### src/rtl/uart_pkg.sv
// Shared UART definitions: receiver state encoding, framing constants and
// the baud divider computation used by both the receiver and transmitter.
package uart_pkg;

  localparam int OVERSAMPLE = 16;
  localparam int DATA_BITS  = 8;

  typedef enum logic [2:0] {
    ST_IDLE  = 3'd0,
    ST_START = 3'd1,
    ST_DATA  = 3'd2,
    ST_STOP  = 3'd3,
    ST_BREAK = 3'd4
  } rx_state_e;

  // Clocks per oversample tick; integer truncation.
  function automatic int calc_div(input int clk_freq, input int baud);
    return clk_freq / (baud * OVERSAMPLE);
  endfunction

endpackage

### src/rtl/uart_baud_tick.sv
// Oversample tick generator: one-cycle tick every DIV clocks. A synchronous
// clear restarts the count so tick phase can be aligned to an external event.
module uart_baud_tick #(
  parameter int DIV = 325
) (
  input  logic clk,
  input  logic rst,
  input  logic clear,
  output logic tick
);

  localparam int            CW   = (DIV > 1) ? $clog2(DIV) : 1;
  localparam logic [CW-1:0] LAST = CW'(DIV - 1);

  logic [CW-1:0] cnt_q, cnt_d;

  // Next count: wrap at DIV-1, restart on clear.
  always_comb begin
    cnt_d = cnt_q + CW'(1);
    if (clear || (cnt_q == LAST)) begin
      cnt_d = '0;
    end
  end

  // Divider counter register.
  always_ff @(posedge clk or posedge rst) begin
    if (rst) begin
      cnt_q <= '0;
    end else begin
      cnt_q <= cnt_d;
    end
  end

  assign tick = (cnt_q == LAST) && !clear;

endmodule

### src/rtl/uart_rx.sv
// 8N1 UART receiver with 16x oversampling. The line is synchronized, a
// falling edge starts a frame, the start bit is re-checked at mid-bit and
// data/stop bits are sampled every 16 ticks after that.
// Handshake: rx_valid is a one-cycle strobe with rx_data stable from that
// cycle until the next strobe; there is no ready, so the consumer must take
// the byte before the next rx_valid or it is overwritten.
module uart_rx
  import uart_pkg::*;
#(
  parameter int CLK_FREQ = 50_000_000,
  parameter int BAUD     = 9600
) (
  input  logic                 clk,
  input  logic                 rst,
  input  logic                 rs232_rx,
  output logic [DATA_BITS-1:0] rx_data,
  output logic                 rx_valid,
  output logic                 rx_int,
  output logic                 frame_err,
  output rx_state_e            rx_state
);

  localparam int         DIV      = calc_div(CLK_FREQ, BAUD);
  localparam logic [3:0] SC_MID   = 4'(OVERSAMPLE / 2 - 1);
  localparam logic [3:0] SC_LAST  = 4'(OVERSAMPLE - 1);
  localparam logic [2:0] LAST_BIT = 3'(DATA_BITS - 1);

  logic                 sync1_q, rxd_s_q, rxd_d_q;
  logic                 fall;
  logic                 tick;
  logic                 clear;
  rx_state_e            state_q, state_d;
  logic [3:0]           sc_q, sc_d;
  logic [2:0]           bit_q, bit_d;
  logic [DATA_BITS-1:0] shift_q, shift_d;
  logic [DATA_BITS-1:0] data_q, data_d;
  logic                 valid_q, valid_d;
  logic                 int_q, int_d;
  logic                 ferr_q, ferr_d;

  // Two-flop synchronizer plus a delayed copy for edge detection; idles high.
  always_ff @(posedge clk or posedge rst) begin
    if (rst) begin
      sync1_q <= 1'b1;
      rxd_s_q <= 1'b1;
      rxd_d_q <= 1'b1;
    end else begin
      sync1_q <= rs232_rx;
      rxd_s_q <= sync1_q;
      rxd_d_q <= rxd_s_q;
    end
  end

  assign fall = rxd_d_q & ~rxd_s_q;

  uart_baud_tick #(
    .DIV (DIV)
  ) u_baud_tick (
    .clk   (clk),
    .rst   (rst),
    .clear (clear),
    .tick  (tick)
  );

  // Receive FSM next-state, datapath updates and output strobes.
  always_comb begin
    state_d = state_q;
    sc_d    = tick ? (sc_q + 4'd1) : sc_q;
    bit_d   = bit_q;
    shift_d = shift_q;
    data_d  = data_q;
    valid_d = 1'b0;
    ferr_d  = 1'b0;
    int_d   = int_q;
    clear   = 1'b0;
    case (state_q)
      ST_IDLE: begin
        bit_d = '0;
        if (fall) begin
          state_d = ST_START;
          int_d   = 1'b1;
          clear   = 1'b1;
          sc_d    = '0;
        end
      end
      ST_START: begin
        // Re-check the line at mid start bit to reject glitches.
        if (tick && (sc_q == SC_MID)) begin
          if (!rxd_s_q) begin
            state_d = ST_DATA;
            sc_d    = '0;
            bit_d   = '0;
          end else begin
            state_d = ST_IDLE;
            int_d   = 1'b0;
          end
        end
      end
      ST_DATA: begin
        if (tick && (sc_q == SC_LAST)) begin
          shift_d = {rxd_s_q, shift_q[DATA_BITS-1:1]};
          bit_d   = bit_q + 3'd1;
          if (bit_q == LAST_BIT) begin
            state_d = ST_STOP;
          end
        end
      end
      ST_STOP: begin
        if (tick && (sc_q == SC_LAST)) begin
          int_d = 1'b0;
          if (rxd_s_q) begin
            data_d  = shift_q;
            valid_d = 1'b1;
            state_d = ST_IDLE;
          end else begin
            ferr_d  = 1'b1;
            state_d = ST_BREAK;
          end
        end
      end
      ST_BREAK: begin
        // Line held low: wait for it to return idle before re-arming.
        if (rxd_s_q) begin
          state_d = ST_IDLE;
        end
      end
      default: begin
        state_d = ST_IDLE;
        int_d   = 1'b0;
      end
    endcase
  end

  // FSM and datapath registers.
  always_ff @(posedge clk or posedge rst) begin
    if (rst) begin
      state_q <= ST_IDLE;
      sc_q    <= '0;
      bit_q   <= '0;
      shift_q <= '0;
      data_q  <= '0;
      valid_q <= 1'b0;
      int_q   <= 1'b0;
      ferr_q  <= 1'b0;
    end else begin
      state_q <= state_d;
      sc_q    <= sc_d;
      bit_q   <= bit_d;
      shift_q <= shift_d;
      data_q  <= data_d;
      valid_q <= valid_d;
      int_q   <= int_d;
      ferr_q  <= ferr_d;
    end
  end

  assign rx_data   = data_q;
  assign rx_valid  = valid_q;
  assign rx_int    = int_q;
  assign frame_err = ferr_q;
  assign rx_state  = state_q;

endmodule

### config.mk
export PLATFORM = sky130hd
export DESIGN_NAME = uart_rx
export DESIGN_NICKNAME = d
export VERILOG_FILES = /design/src/rtl/uart_pkg.sv /design/src/rtl/uart_baud_tick.sv /design/src/rtl/uart_rx.sv
export SDC_FILE = /design/constraint.sdc
export NUM_CORES = 1
export LEC_CHECK = 0
export BUFFER_PORTS_ARGS = -buffer_cell sky130_fd_sc_hd__buf_4
export CAP_MARGIN = 20
export CORE_MARGIN = 2
export CORE_UTILIZATION = 58
export CTS_CLUSTER_DIAMETER = 80
export CTS_CLUSTER_SIZE = 40
export DETAILED_ROUTE_END_ITERATION = 10
export PLACE_DENSITY = 0.76
export SETUP_SLACK_MARGIN = 0.02
export SLEW_MARGIN = 20
export SYNTH_ARGS = -nofsm -noshare
export SYNTH_HDL_FRONTEND = slang
export SYNTH_HIERARCHICAL = 1
export SYNTH_SLANG_ARGS = --single-unit
### constraint.sdc
create_clock -name clk -period 3.2 [get_ports clk]
set_input_delay 0.48 -clock clk [delete_from_list [all_inputs] [get_ports clk]]
set_output_delay 0.48 -clock clk [all_outputs]
set_load 0.02 [all_outputs]
==> summary.txt <==
Status
  – Status: completed

Drt
  – Vias per cell: 5.62
  – Via count: 1254
  – DRT antenna net count: 0
  – Pre-antenna DRT Iters: 4
  – DRT iter0 DRCs: 82
  – DRC violations left: 0
  – Avg WL per Cell: 14.1 um
  – Total length of routed wires: 3140 um

Setup path
  – Worst EP required: 3.46 ns
  – Critical path peak fanout: 11
  – Worst R2R Path Depth: 7
  – CP Capture Type: flip-flop
  – Reg2reg start: rxd_s_q
  – Crit path DAT: 2.84 ns
  – CP Launch Type: flip-flop
  – Kind of critical path: reg -> reg
  – Critical path startpoint: rxd_s_q
  – Reg-to-reg slack, setup: 0.62 ns
  – CP endpoint: shift_q[7]
  – Reg2reg end: shift_q[7]

Logic synthesis
  – Post-synth top area share: 0.493
  – Synth area leaders: dfrtp_1, mux2_4, mux2_2
  – EDFF count, synth: 0
  – Mean post-synth cell area: 12.1 um^2
  – Sequential fraction of the synthesis area: 0.534
  – Dominant synthesized flop cell: dfrtp_1
  – Synth Register Bits: 41
  – Mapped Nets: 167
  – Netlist cell types: 46
  – Syn. warnings: 6
  – Synth Instances: 159
  – Top cell type by total area after synthesis: dfrtp_1
  – Mapped Area: 1930 um^2
  – Asr flop ratio synth: 1.00

Pwr
  – Max rail drop VDD: 0.478 mV
  – Lkg Pwr: 1.07 nW
  – Switching Share: 0.286
  – Tot Pwr: 1.15 mW
  – Sequential Power Share: 0.547
  – Internal: 0.818 mW
  – P per Cell Area: 531 nW/um^2
  – Combinational share of power: 0.144
  – Psw: 0.328 mW
  – Clock share of power: 0.309

STA
  – Fmax achieved: 0.387 GHz
  – Least-Margin Pin Slew: 0.871 ns
  – Final setup fails: 0
  – Unrepaired setup endpoints after global routing: false
  – Min cycle time layout: 2.58 ns
  – Tcrit/Tclk final: 0.807
  – Worst Skew: 0.00870 ns
  – Endpoints failing hold: 0
  – Slew Limit Fails: 0
  – Slew HR: 0.419
  – Total negative slack: 0 ns

Floorplan
  – DIE AREA: 3800 um^2
  – Io pins: 17
  – Starting Density: 0.622
  – CORE AREA: 3100 um^2
  – Chip Width: 61.7 um
  – Rows: 20
  – Die height: 61.7 um

Finish
  – Commonest cells after routing, fill and taps aside: dfrtp_1, buf_4, nor2_1
  – Sequential cell area: 1030 um^2
  – Area of the multi-input gates: 821 um^2
  – Antenna diodes: 0
  – Fin nets: 186
  – Commonest non-fill, non-tap cell in the layout: dfrtp_1
  – Fill cell count: 237
  – Area delta synth->final: 11.9%
  – Util after Layout: 0.696
  – Layout cell share with drive strength beyond 1: 0.302
  – Final Instance Area: 2160 um^2

CTS
  – Worst-path clk slew: 0.12 ns
  – CTS buffer count: 5
  – CTS Sinks: 41
  – Post_cts resized: 0
  – Clock root cell: clkbuf_4
  – H-tree levels: 2
  – Cts hold-fix bufs: 0
  – Clock buffer depth: 2
  – Total setup buffers inserted after CTS: 0
  – Clock Latency Late Sink: 0.35 ns
  – CTS tree: yes

GRT
  – Global-route wire length before repair: 5430 um
  – Grt total ovfl: 0
  – Largest net degree at the start of global routing: 25
  – Initial antenna violation count: 0
  – Vias in the first global route: 1205
  – GRT Total Usage: 0.199

Place
  – DP HPWL: 2230 um
  – GP Congestion: 0.918
  – Placed Area: 2070 um^2
  – I/O Buffers: 16

Flow run
  – Number of max-cap violations: 0

Min path
  – Type of the worst min-delay path: in -> async
## synth_stat cells, drive strengths merged (2+ instances only)
master / number
a22o: 2
a221o: 2
or3: 4
and3: 2
nand4: 4
ha: 5
mux2: 16
nand2: 6
xnor2: 3
o21ai: 7
xor2: 3
nor2: 17
dfrtp: 38
buf: 4
dfstp: 3
a21oi: 9
inv: 10
nand3: 6
## power by group through the flow
stage          combinational (mW)  sequential (mW)  clock [mW]
2_1_floorplan               0.130            0.622           0
3_3_place_gp                0.160            0.632           0
3_5_place_dp                0.168            0.636           0
4_1_cts                     0.169            0.626       0.366
5_1_grt                     0.192            0.635       0.388
6_report                    0.165            0.627       0.354
## state kept, by name (all words and copies together) (netlist names)
register	cells
rx_valid	1
shift_q	8
sync1_q	1
rxd_d_q	1
rx_state	3
rxd_s_q	1
frame_err	1
bit_q	3
sc_q	4
rx_data	8
rx_int	1
u_baud_tick/cnt_q	9
## worst min-delay path by stage
stage,from,slack (ns),endpoint
after floorplan,rst,0.31,u_baud_tick/cnt_q[0]
after detailed placement,sync1_q,0.35,rxd_s_q
final,rst,0.08,u_baud_tick/cnt_q[8]
after global placement,sync1_q,0.35,rxd_s_q
after global routing,rst,0.08,u_baud_tick/cnt_q[8]
after CTS,rst,0.07,u_baud_tick/cnt_q[7]
## worst max-delay path, stage by stage, from the launching register on
cell and delay [ns]:
dfstp_2 0.65, nor2_1 0.09, and3_1 0.23, nor2_1 0.44, nand3_4 0.21, nor2_8 0.19, and3_4 0.32, mux2_2 0.35
## layout make-up
cell class / count / share of cell area
flip-flops and latches: 41 / 0.477
multi-input cells: 103 / 0.380
repair buffers: 17 / 0.0591
well taps: 44 / 0.0255
clock buffers: 6 / 0.0238
clock inverters: 2 / 0.0174
inverters: 10 / 0.0174
## kinds of logic after synthesis
kind of cell    count (synthesis)  synth area share
simple gates                   47             0.155
flops                          41             0.534
compound gates                 28            0.0986
mux                            17             0.112
fa+ha+maj                       5            0.0324
xor+xnor                        6            0.0272
buf+inv                        15            0.0409
## metal layers
layer	routed length, um	share of wire	track usage	vias to the layer above
li1	-	-	-	598
met1	1460	0.47	0.268	612
met2	1430	0.46	0.299	37
met3	183	0.058	0.0630	7
met4	61	0.019	0.0821	0
met5	0	0	0	-
## per-stage QoR
| stage | hold slack (ns) | cells | setup WS, ns |
|---|---|---|---|
| after detailed placement | 0.349 | 215 | 0.645 |
| final | 0.0823 | 223 | 0.618 |
| after global placement | 0.348 | 215 | 0.732 |
| after floorplan | 0.308 | 159 | 0.678 |
| after global routing | 0.0823 | 223 | 0.441 |
| after CTS | 0.0729 | 223 | 0.630 |
Power figures use the tool's default switching activity.
